$ cat src/rtl/sm_addsub_sequencer.sv
// Multi-cycle signed-magnitude adder/subtractor.
// One W-bit slice is reused LSB chunk first; a swap pass runs when |A| < |B| on the subtract path.
module sm_addsub_sequencer #(
  parameter int N = 32,
  parameter int W = 8
) (
  input  logic         clk,
  input  logic         rst_n,
  input  logic         in_valid,
  output logic         in_ready,
  input  logic [N-1:0] a,
  input  logic [N-1:0] b,
  input  logic         op,
  output logic         out_valid,
  input  logic         out_ready,
  output logic [N-1:0] c,
  output logic         overflow,
  output logic         busy
);

  localparam int K  = (N - 1 + W - 1) / W;
  localparam int M  = K * W;
  localparam int IW = (K > 1) ? $clog2(K) : 1;
  localparam logic [IW-1:0] LAST_IDX = IW'(K - 1);

  typedef enum logic [1:0] {
    IDLE  = 2'd0,
    PASS1 = 2'd1,
    PASS2 = 2'd2,
    DONE  = 2'd3
  } state_t;

  state_t        state_q, state_d;
  logic [IW-1:0] idx_q, idx_d;
  logic          cy_q, cy_d;
  logic [M-1:0]  mag_a_q, mag_a_d;
  logic [M-1:0]  mag_b_q, mag_b_d;
  logic [M-1:0]  res_q, res_d;
  logic          sign_a_q, sign_a_d;
  logic          sign_b_q, sign_b_d;
  logic          eff_sub_q, eff_sub_d;
  logic [N-1:0]  c_q, c_d;
  logic          ovf_q, ovf_d;

  logic [W-1:0]  a_chunk [K];
  logic [W-1:0]  b_chunk [K];
  logic [W-1:0]  slice_x, slice_y;
  logic [W:0]    slice_sum;
  logic          slice_cout;
  logic [M-1:0]  res_wr;
  logic          mag_carry;
  logic          res_zero;
  logic          res_sign;

  for (genvar gi = 0; gi < K; gi++) begin : g_chunk
    assign a_chunk[gi] = mag_a_q[gi*W +: W];
    assign b_chunk[gi] = mag_b_q[gi*W +: W];
  end

  // The swap pass simply exchanges the slice operands.
  always_comb begin
    slice_x = a_chunk[idx_q];
    slice_y = b_chunk[idx_q];
    if (state_q == PASS2) begin
      slice_x = b_chunk[idx_q];
      slice_y = a_chunk[idx_q];
    end
    if (eff_sub_q) begin
      slice_sum = {1'b0, slice_x} - {1'b0, slice_y} - {{W{1'b0}}, cy_q};
    end else begin
      slice_sum = {1'b0, slice_x} + {1'b0, slice_y} + {{W{1'b0}}, cy_q};
    end
    slice_cout = slice_sum[W];
  end

  always_comb begin
    res_wr = res_q;
    for (int i = 0; i < K; i++) begin
      if (idx_q == IW'(i)) begin
        res_wr[i*W +: W] = slice_sum[W-1:0];
      end
    end
  end

  // Carry out of magnitude bit N-2: the slice carry when the magnitude fills
  // the chunks exactly, otherwise the first zero-padding bit of the sum.
  if (M == N - 1) begin : g_carry_exact
    assign mag_carry = slice_cout;
  end else begin : g_carry_padded
    assign mag_carry = res_wr[N-1];
  end

  assign res_zero = (res_wr[N-2:0] == '0);
  assign res_sign = (state_q == PASS2) ? sign_b_q : sign_a_q;

  always_comb begin
    state_d   = state_q;
    idx_d     = idx_q;
    cy_d      = cy_q;
    mag_a_d   = mag_a_q;
    mag_b_d   = mag_b_q;
    res_d     = res_q;
    sign_a_d  = sign_a_q;
    sign_b_d  = sign_b_q;
    eff_sub_d = eff_sub_q;
    c_d       = c_q;
    ovf_d     = ovf_q;

    case (state_q)
      IDLE: begin
        if (in_valid) begin
          mag_a_d   = M'(a[N-2:0]);
          mag_b_d   = M'(b[N-2:0]);
          sign_a_d  = a[N-1];
          sign_b_d  = b[N-1] ^ op;
          eff_sub_d = a[N-1] ^ b[N-1] ^ op;
          idx_d     = '0;
          cy_d      = 1'b0;
          res_d     = '0;
          ovf_d     = 1'b0;
          state_d   = PASS1;
        end
      end

      PASS1, PASS2: begin
        res_d = res_wr;
        cy_d  = slice_cout;
        idx_d = idx_q + IW'(1);
        if (idx_q == LAST_IDX) begin
          idx_d = '0;
          cy_d  = 1'b0;
          if ((state_q == PASS1) && eff_sub_q && slice_cout) begin
            // |A| < |B|: redo as |B| - |A| and take B's effective sign.
            state_d = PASS2;
          end else begin
            state_d = DONE;
            ovf_d   = (state_q == PASS1) && !eff_sub_q && mag_carry;
            c_d     = {res_sign & ~res_zero, res_wr[N-2:0]};
          end
        end
      end

      DONE: begin
        if (out_ready) begin
          state_d = IDLE;
        end
      end

      default: state_d = IDLE;
    endcase
  end

  always_ff @(posedge clk or negedge rst_n) begin
    if (!rst_n) begin
      state_q   <= IDLE;
      idx_q     <= '0;
      cy_q      <= 1'b0;
      mag_a_q   <= '0;
      mag_b_q   <= '0;
      res_q     <= '0;
      sign_a_q  <= 1'b0;
      sign_b_q  <= 1'b0;
      eff_sub_q <= 1'b0;
      c_q       <= '0;
      ovf_q     <= 1'b0;
    end else begin
      state_q   <= state_d;
      idx_q     <= idx_d;
      cy_q      <= cy_d;
      mag_a_q   <= mag_a_d;
      mag_b_q   <= mag_b_d;
      res_q     <= res_d;
      sign_a_q  <= sign_a_d;
      sign_b_q  <= sign_b_d;
      eff_sub_q <= eff_sub_d;
      c_q       <= c_d;
      ovf_q     <= ovf_d;
    end
  end

  assign in_ready  = (state_q == IDLE);
  assign out_valid = (state_q == DONE);
  assign busy      = (state_q != IDLE);
  assign c         = c_q;
  assign overflow  = ovf_q;

endmodule

$ cat config.mk
export PLATFORM = sky130hd
export DESIGN_NAME = sm_addsub_sequencer
export DESIGN_NICKNAME = d
export VERILOG_FILES = /design/src/rtl/sm_addsub_sequencer.sv
export SDC_FILE = /design/constraint.sdc
export NUM_CORES = 1
export LEC_CHECK = 0
export CAP_MARGIN = 10
export CORE_MARGIN = 10
export CORE_UTILIZATION = 55
export CTS_CLUSTER_SIZE = 10
export DETAILED_ROUTE_END_ITERATION = 16
export PLACE_DENSITY = 0.81
export SETUP_SLACK_MARGIN = 0.4
export SLEW_MARGIN = 20
export SYNTH_ARGS = -nofsm -noshare
export SYNTH_HDL_FRONTEND = slang
export SYNTH_SLANG_ARGS = --single-unit
export TNS_END_PERCENT = 1
$ cat constraint.sdc
create_clock -name clk -period 5.6 [get_ports clk]
set_input_delay 1.12 -clock clk [delete_from_list [all_inputs] [get_ports clk]]
set_output_delay 1.12 -clock clk [all_outputs]
set_load 0.05 [all_outputs]
==> results of run 1 <==
==> per-stage QoR <==
stage,util [%],cell area (um^2),std cells
2_1_floorplan,-,7167,624
3_3_place_gp,65.85,8344,874
3_5_place_dp,65.85,8344,874
4_1_cts,70.75,8965,905
5_1_grt,70.76,8966,905
6_report,70.76,8966,905
==> state kept, by name, summed over array words and instances, names as in the netlist <==
signal     cells
sign_a_q       1
mag_a_q       31
eff_sub_q      1
overflow       1
state_q        2
mag_b_q       31
c             32
cy_q           1
res_q         31
idx_q          2
sign_b_q       1
==> cell type report <==
type                            instances  area, um^2  share of cell area (%)
Clock inverter                         12       167.7                   1.870
Inverter                               37       138.9                   1.549
Clock buffer                           19       452.9                   5.052
Tap cell                              172       215.2                   2.400
Sequential cell                       134        3354                   37.41
Multi-Input combinational cell        420        3546                   39.55
Timing Repair Buffer                  111        1091                   12.17
==> layout by cell type, fill, tap and decap left out, types with 8 or more instances in the layout <==
cell type	count
a21oi_1	20
a22o_1	28
buf_4	8
clkbuf_16	17
clkdlybuf4s50_1	103
dfrtp_1	133
ha_1	27
inv_1	35
mux2_2	73
mux2i_1	24
mux4_1	8
mux4_2	8
nand2_1	56
nor2_1	25
nor3_1	8
o21ai_0	43
==> per-layer routing <==
layer / vias to the layer above / track usage, % / routed length (um)
met3: 38 / 6.423 / 1422
met5: - / 0 / 0
met4: 0 / 8.222 / 509
li1: 2469 / - / -
met1: 2645 / 24.57 / 7339
met2: 245 / 33.89 / 8951
==> cell families after synthesis <==
kind of cell	synth area share, %
compound gates	13.43
xor+xnor	0.9777
fa+ha+maj	5.831
buf+inv	3.823
flops	46.79
mux	20.58
simple gates	8.572
==> cell usage after synthesis (3+ instances only) <==
| library cell | count | share of area (%) |
|---|---|---|
| mux2_2 | 73 | 11 |
| o21ai_0 | 43 | 3.0 |
| nand2b_1 | 7 | 0.61 |
| dfrtp_1 | 134 | 47 |
| a31oi_1 | 3 | 0.26 |
| buf_1 | 11 | 0.58 |
| clkbuf_1 | 18 | 0.94 |
| nor2b_1 | 5 | 0.44 |
| xnor2_1 | 6 | 0.73 |
| a211oi_1 | 5 | 0.52 |
| a21oi_1 | 20 | 1.4 |
| o21ai_1 | 6 | 0.42 |
| nand4_1 | 3 | 0.26 |
| mux4_1 | 8 | 2.9 |
| nor2_1 | 25 | 1.3 |
| mux2i_1 | 24 | 3.4 |
| mux4_2 | 8 | 2.5 |
| a211o_1 | 4 | 0.49 |
| nor3_1 | 8 | 0.56 |
| o32ai_1 | 4 | 0.49 |
| nor4_1 | 6 | 0.52 |
| inv_1 | 35 | 1.8 |
| nor4b_1 | 3 | 0.37 |
| a22o_1 | 28 | 3.4 |
| ha_1 | 27 | 4.7 |
| fa_1 | 4 | 1.1 |
| a21o_1 | 5 | 0.52 |
| nand2_1 | 57 | 3.0 |
| o21bai_1 | 3 | 0.31 |
==> what timing repair did <==
item | in CTS | in global routing
buffers inserted | 0 | 0
setup endpoints to repair | 0 | 2
resized for setup | 0 | 1
==> worst paths after layout <==
path	from	to	cells past startpoint
min reg2reg	c[7]	c[7]	1
min in group asynchronous	rst_n	res_q[17]	1
max in group asynchronous	rst_n	idx_q[0]	2
min	c[7]	c[7]	1
max reg2reg	idx_q[0]	c[15]	14
max	idx_q[0]	c[15]	14
==> worst max-delay path, delay by kind of cell (launching register included) <==
| kind | cells | cell delay [ns] |
|---|---|---|
| compound gates | 6 | 1.31 |
| mux | 2 | 0.84 |
| fa+ha+maj | 2 | 0.71 |
| flops | 1 | 0.65 |
| buf+inv | 3 | 0.63 |
| xor+xnor | 1 | 0.39 |
==> impl_metrics.csv, run 1 <==
group,metric,value,unit
outcome,status,"complete, no violations",
setup_path,path_max_fanout,56,
clock_network,root_buffer,"clkbuf_16",
setup_path,cp_slowest_cell,"dfrtp_2",
place,portBuffers,104,
final_layout,layout.nets,821,
setup_path,cp-start-kind,"flop",
final_layout,area_growth_syn_to_layout,25.10,%
synthesis,synth-async-reset-ratio,100.0,%
clock_network,h-tree-depth,4,
final_layout,drive_above_1_share,18.42,%
drt,dr.pass1.iters,7,
flow_run,max_cap_violations,0,
synthesis,syn_area,0.007167,mm^2
setup_path,worst-setup-path-type,"flop to flop",
final_layout,fill_cells,920,
sta,hold-worst-slack,0.4747,ns
die,placementRows,41,
place,dp_slack,0.8100,ns
die,die_w,134.2,um
synthesis,ys_warn_count,0,
clock_network,cts.clk_slew.worst_paths,0.06,ns
sta,hold_violations,0,
drt,ant_nets,0,
die,die_y,134.2,um
global_route,grt_pass1_wl,29500,um
sta,finalSetupTns,0,ns
global_route,grt-ovfl-total,0,
setup_path,cpPeakStageDelay,0.65,ns
die,ios,105,
synthesis,synth_cell_types,64,
sta,min_period,4.608,ns
setup_path,cp_cell_sequence,"buf_4, mux4_2, mux2_2, ha_1, inv_1, ha_1, a21bo_2, a211oi_1, a31oi_1, xnor2_1, o21bai_2, buf_4, a211oi_1, a21o_1",
sta,fin_ws,0.9916,ns
place,gp_congestion,0.9017,
synthesis,synth_seq_cells,134,
place,dp.final_hpwl,13280,um
die,start_util,56.56,%
global_route,grt_usage,20.57,%
clock_network,tritoncts,"done",
drt,drt_iter0_drc,435,
sta,rsz0062_at_grt,"false",
synthesis,synthCells,624,
drt,vias,5397,
die,die-area,0.01800,mm^2
final_layout,antenna-diode-count,0,
die,core_area,0.01267,mm^2
sta,drv_slew,0,
clock_network,ctsHoldBuffers,0,
synthesis,synth_area_per_cell,11.49,um^2
setup_path,worstPathRequired,5.97,ns
synthesis,synth_nets,724,
clock_network,clk_latency,0.43,ns
sta,max_freq,0.2170,GHz
setup_path,crit_path_end_kind,"flop",
clock_network,clkSinkCount,134,
synthesis,synth_edf_count,0,
drt,wl_per_cell,20.14,um
global_route,grt_max_degree,79,
drt,drt_wl_total,18220,um
synthesis,synth_seq_area_share,46.79,%
sta,final-setup-viol-count,0,
sta,final.period_utilization,82.29,%
clock_network,clockBufferDepth,2,
drt,drc,0,
setup_path,arrival,4.98,ns
drt,vias_per_cell,5.964,
global_route,antenna_found_initial,0,
setup_path,r2r_setup_slack,0.99,ns
sta,worst_slew_pin_slew,0.9592,ns
clock_network,numCtsBuffers,17,
sta,fin_worst_skew,0.01059,ns
synthesis,synth_flop_cell,"dfrtp_1",
global_route,first_global_vias,5601,
worst_hold_path,hp-class,"flop to flop",
sta,maxSlewHeadroom,36.06,%
Power of run 1 is not shown: default switching activity piles up to over one toggle a cycle in this logic, so the estimate is an artifact.
==> run 2, diff against run 1 <==
==> constraint.sdc (replaced) <==
create_clock -name clk -period 4.47 [get_ports clk]
set_input_delay 0.894 -clock clk [delete_from_list [all_inputs] [get_ports clk]]
set_output_delay 0.894 -clock clk [all_outputs]
set_load 0.05 [all_outputs]
==> run 2 against run 1 <==
  * Global-route usage is 0.68 points higher
  * Non-clock buffer count is 14 higher
  * Design area increased by 1.6%
  * Fmax is 16% higher
  * Sequential share of layout area fell by 0.58 points
  * Critical path depth shrank 1
  * Final cell count up 1.3%
  * Die area did not move
  * Critical path type unchanged
==> impl_metrics.csv, run 2 (synthesized netlist as in run 1, its figures left out) <==
group,metric,value,unit
sta,final.period_utilization,88.64,%
worst_hold_path,whs_path_depth,2,
worst_hold_path,holdCritStartpoint,"c[2]",
final_layout,area_growth_syn_to_layout,27.13,%
flow_run,max_cap_violations,0,
global_route,grt_pass1_wl,30360,um
clock_network,clockBufferDepth,2,
setup_path,r2r_setup_slack,0.51,ns
setup_path,worst-setup-path-type,"flop to flop",
setup_path,rr_startpoint,"idx_q[0]",
final_layout,finalInstanceArea,0.009111,mm^2
setup_path,arrival,4.32,ns
final_layout,drive_above_1_share,21.48,%
global_route,antenna_found_initial,0,
clock_network,root_buffer,"clkbuf_16",
sta,maxSlewHeadroom,33.90,%
setup_path,crit_path_end_kind,"flop",
sta,fin_worst_skew,0.009106,ns
drt,dr.pass1.iters,5,
sta,finalSetupTns,0,ns
setup_path,worstRegToRegCells,13,
clock_network,h-tree-depth,4,
outcome,status,"complete, no violations",
drt,ant_nets,0,
sta,hold_violations,0,
drt,drt_wl_total,18830,um
global_route,grt_usage,21.25,%
worst_hold_path,min_to,"c[2]",
setup_path,path_max_fanout,56,
sta,worst_slew_pin_slew,0.9915,ns
drt,drc,0,
setup_path,r2r_end,"c[7]",
place,dp.final_hpwl,13730,um
worst_hold_path,hp-class,"flop to flop",
clock_network,clkSinkCount,134,
clock_network,tritoncts,"done",
clock_network,clk_latency,0.42,ns
sta,hold-worst-slack,0.4699,ns
drt,wl_per_cell,20.54,um
final_layout,layout_common_cells,"dfrtp_1, clkdlybuf4s50_1, mux2_2, nand2_1, o21ai_0",
sta,drv_slew,0,
final_layout,layout.nets,835,
setup_path,cp-start-kind,"flop",
sta,rsz0062_at_grt,"true",
place,portBuffers,104,
place,post_dp_cell_area,0.008412,mm^2
global_route,grt_max_degree,83,
sta,max_freq,0.2524,GHz
drt,vias,5390,
drt,vias_per_cell,5.878,
global_route,first_global_vias,5597,
die,die_w,134.2,um
final_layout,antenna-diode-count,0,
die,die_y,134.2,um
die,core_area,0.01267,mm^2
clock_network,numCtsBuffers,17,
final_layout,multi_input_area,0.003643,mm^2
sta,min_period,3.962,ns
final_layout,largest_reg_flops,32,
final_layout,layout_commonest_cell,"dfrtp_1",
place,gp_congestion,0.8870,
setup_path,worstPathRequired,4.83,ns
die,placementRows,41,
clock_network,cts.clk_slew.worst_paths,0.06,ns
final_layout,register_area,0.003356,mm^2
die,die-area,0.01800,mm^2
drt,drt_iter0_drc,352,
die,ios,105,
sta,final-setup-viol-count,0,
final_layout,fill_cells,891,
global_route,grt-ovfl-total,0,
die,start_util,56.56,%
-- run 2: cell type report --
| class | instances | area share [%] |
|---|---|---|
| multi-input combinational | 420 | 39.99 |
| sequential | 134 | 36.83 |
| timing repair buffer | 125 | 13.54 |
| clock buffer | 21 | 5.163 |
| tap | 172 | 2.362 |
| inverter | 37 | 1.524 |
| clock inverter | 8 | 0.5905 |
-- run 2: per-layer routing --
| layer | share of wire (%) | up-vias | global-route usage (%) |
|---|---|---|---|
| li1 | - | 2491 | - |
| met1 | 42 | 2649 | 26.45 |
| met5 | 0 | - | 0 |
| met4 | 2.6 | 0 | 9.129 |
| met2 | 48 | 216 | 33.89 |
| met3 | 7.5 | 34 | 6.087 |
-- run 2: critical path, cell delays in order, from the launching register on --
cell      delay, ns
dfrtp_2        0.41
buf_4          0.14
mux4_1         0.57
mux2_2         0.31
fa_1           0.41
fa_1           0.43
a21bo_2        0.26
a211oi_2       0.25
a31oi_1        0.16
xnor2_2        0.26
o21bai_4       0.11
buf_12         0.18
a211oi_1       0.27
a21o_1         0.12
-- run 2: timing repair --
item | in CTS | in global routing
hold buffers | 0 | 0
resized for setup | 6 | 15
endpoints found under the setup margin | 42 | 50
pin swaps | 1 | 1
setup buffers | 1 | 10
-- run 2: how the worst max path moves through the flow --
stage                endpoint  cells after the start  slack [ns]     start
floorplan               c[26]                     15        0.41  idx_q[0]
global placement    res_q[29]                     13        0.22  idx_q[0]
detailed placement      c[15]                     14        0.13  idx_q[0]
CTS                     c[31]                     14        0.36  idx_q[0]
global route            c[15]                     15        0.28  idx_q[0]
finish                   c[7]                     13        0.51  idx_q[0]
-- run 2: stage by stage --
| stage | util, % | setup WS (ns) | cells |
|---|---|---|---|
| floorplan | - | 0.4069 | 624 |
| global placement | 66.39 | 0.2191 | 877 |
| detailed placement | 66.39 | 0.1283 | 877 |
| CTS | 70.79 | 0.3557 | 907 |
| global route | 71.91 | 0.2803 | 917 |
| finish | 71.91 | 0.5079 | 917 |
Power of run 2 is left out for the same reason.
==> run 3, diff against run 2 <==
--- a/config.mk
+++ b/config.mk
@@ -6,7 +6,7 @@
 export NUM_CORES = 1
 export LEC_CHECK = 0
 export CAP_MARGIN = 10
-export CORE_MARGIN = 10
+export CORE_MARGIN = 2
 export CORE_UTILIZATION = 55
 export CTS_CLUSTER_SIZE = 10
 export DETAILED_ROUTE_END_ITERATION = 16
==> run 3 against run 2 <==
  * Global-route usage up 4.9 points
  * Worst setup slack worse by 0.054 ns
  * Design area up 0.43%
  * Non-clock buffer count down 3
  * Critical path depth down 1
  * Critical endpoint is now c[31]
  * Wire length down 6.2%
  * Register-to-register slack worse by 0.05 ns
==> impl_metrics.csv, run 3 (synthesized netlist as in run 1, its figures left out) <==
group,metric,value,unit
outcome,status,"complete, no violations",
die,die-area,0.01396,mm^2
final_layout,largest_reg_flops,32,
drt,ant_nets,0,
drt,wl_per_cell,19.29,um
setup_path,crit_path_end_kind,"flop",
global_route,antenna_found_initial,0,
clock_network,h-tree-depth,4,
final_layout,layout_common_cells,"dfrtp_1, clkdlybuf4s50_1, mux2_2, nand2_1, o21ai_0",
final_layout,antenna-diode-count,0,
global_route,grt_pass1_wl,28480,um
final_layout,layout.nets,832,
die,start_util,56.56,%
drt,dr.pass1.iters,5,
drt,drc,0,
drt,drt_wl_total,17670,um
global_route,grt_max_degree,77,
clock_network,numCtsBuffers,17,
clock_network,tritoncts,"done",
clock_network,cts.clk_slew.worst_paths,0.06,ns
setup_path,worst-setup-path-type,"flop to flop",
global_route,first_global_vias,5499,
setup_path,cp-start-kind,"flop",
sta,final.period_utilization,89.85,%
setup_path,worstPathRequired,4.82,ns
final_layout,fill_cells,921,
final_layout,instances_no_fill,916,
sta,min_period,4.016,ns
sta,final-setup-viol-count,0,
clock_network,root_buffer,"clkbuf_16",
die,ios,105,
place,gp_congestion,0.8967,
setup_path,arrival,4.37,ns
sta,hold-worst-slack,0.4706,ns
final_layout,layout_commonest_cell,"dfrtp_1",
drt,vias,5440,
clock_network,clockBufferDepth,2,
final_layout,area_growth_syn_to_layout,27.67,%
final_layout,multi_input_area,0.003588,mm^2
sta,drv_slew,0,
clock_network,ctsHoldBuffers,0,
sta,max_freq,0.2490,GHz
sta,rsz0062_at_grt,"true",
die,placementRows,41,
place,dp.final_hpwl,12630,um
global_route,grt_usage,26.17,%
final_layout,drive_above_1_share,20.97,%
worst_hold_path,hp-class,"flop to flop",
global_route,grt-ovfl-total,0,
die,die_w,118.2,um
sta,hold_violations,0,
flow_run,max_cap_violations,0,
die,core_area,0.01267,mm^2
clock_network,clkSinkCount,134,
drt,drt_iter0_drc,324,
final_layout,finish.utilization,72.21,%
place,place_inst,879,
place,portBuffers,104,
sta,maxSlewHeadroom,39.20,%
final_layout,register_area,0.003356,mm^2
die,die_y,118.2,um
sta,worst_slew_pin_slew,0.9120,ns
sta,fin_worst_skew,0.01066,ns
clock_network,clk_latency,0.43,ns
setup_path,path_max_fanout,9,
drt,vias_per_cell,5.939,
sta,finalSetupTns,0,ns
[run 3: cell types whose count changed in the layout (fill, tap and decap cells not counted), moves of 2 or more]
cell,delta
inv_6,+2
ha_2,+2
clkbuf_8,-3
clkinv_4,+2
bufinv_16,+4
buf_4,-5
clkinvlp_4,-2
[run 3: area by class of cell]
cell class                 instances  share of cell area (%)
sequential                       134                   36.67
clock buffer                      17                   4.649
tap                              172                   2.352
multi-input combinational        420                   39.22
inverter                          37                   1.518
timing repair buffer             122                   13.40
clock inverter                    14                   2.188
[run 3: metrics by stage]
stage          worst slack, ns  area (um^2)
6_report                0.4539         9150
5_1_grt                 0.3146         9150
4_1_cts                 0.3313         9041
3_5_place_dp            0.1468         8407
3_3_place_gp            0.2540         8407
2_1_floorplan           0.4069         7172
[run 3: final timing paths]
path                       startpoint          end  slack [ns]  depth (start not counted)
setup / recovery             idx_q[0]        c[31]        0.45                         12
hold / removal                   c[2]         c[2]        0.47                          2
setup reg to reg             idx_q[0]        c[31]        0.45                         12
hold reg to reg                  c[2]         c[2]        0.47                          2
max in group asynchronous       rst_n  mag_b_q[29]        3.07                          2
min in group asynchronous       rst_n        c[17]        0.53                          1
[run 3: what timing repair did]
action | CTS | global route
cloned | 0 | 1
gates resized for setup | 3 | 10
pin swaps | 0 | 1
setup buffers | 0 | 5
hold endpoints to repair | 0 | 0
setup endpoints to repair | 42 | 46
[run 3: per-layer routing]
metal  vias up  routed length (um)  GRT usage, %
met1      2673                7406         34.31
met3        41                1283         7.625
met2       245                8557         41.65
met5         -                   0             0
met4         0                 422         9.337
li1       2481                   -             -
[run 3: worst max-delay path, cell delays in order, from the launching register on]
cell and delay [ns]:
dfrtp_2 0.38, clkbuf_2 0.17, buf_4 0.18, mux4_2 0.57, mux2_2 0.31, ha_1 0.40
or2_2 0.35, a211o_1 0.29, a211o_1 0.30, nor2_1 0.42, a211oi_1 0.15, o221a_1 0.27
a21oi_1 0.15
Power of run 3 is left out for the same reason.
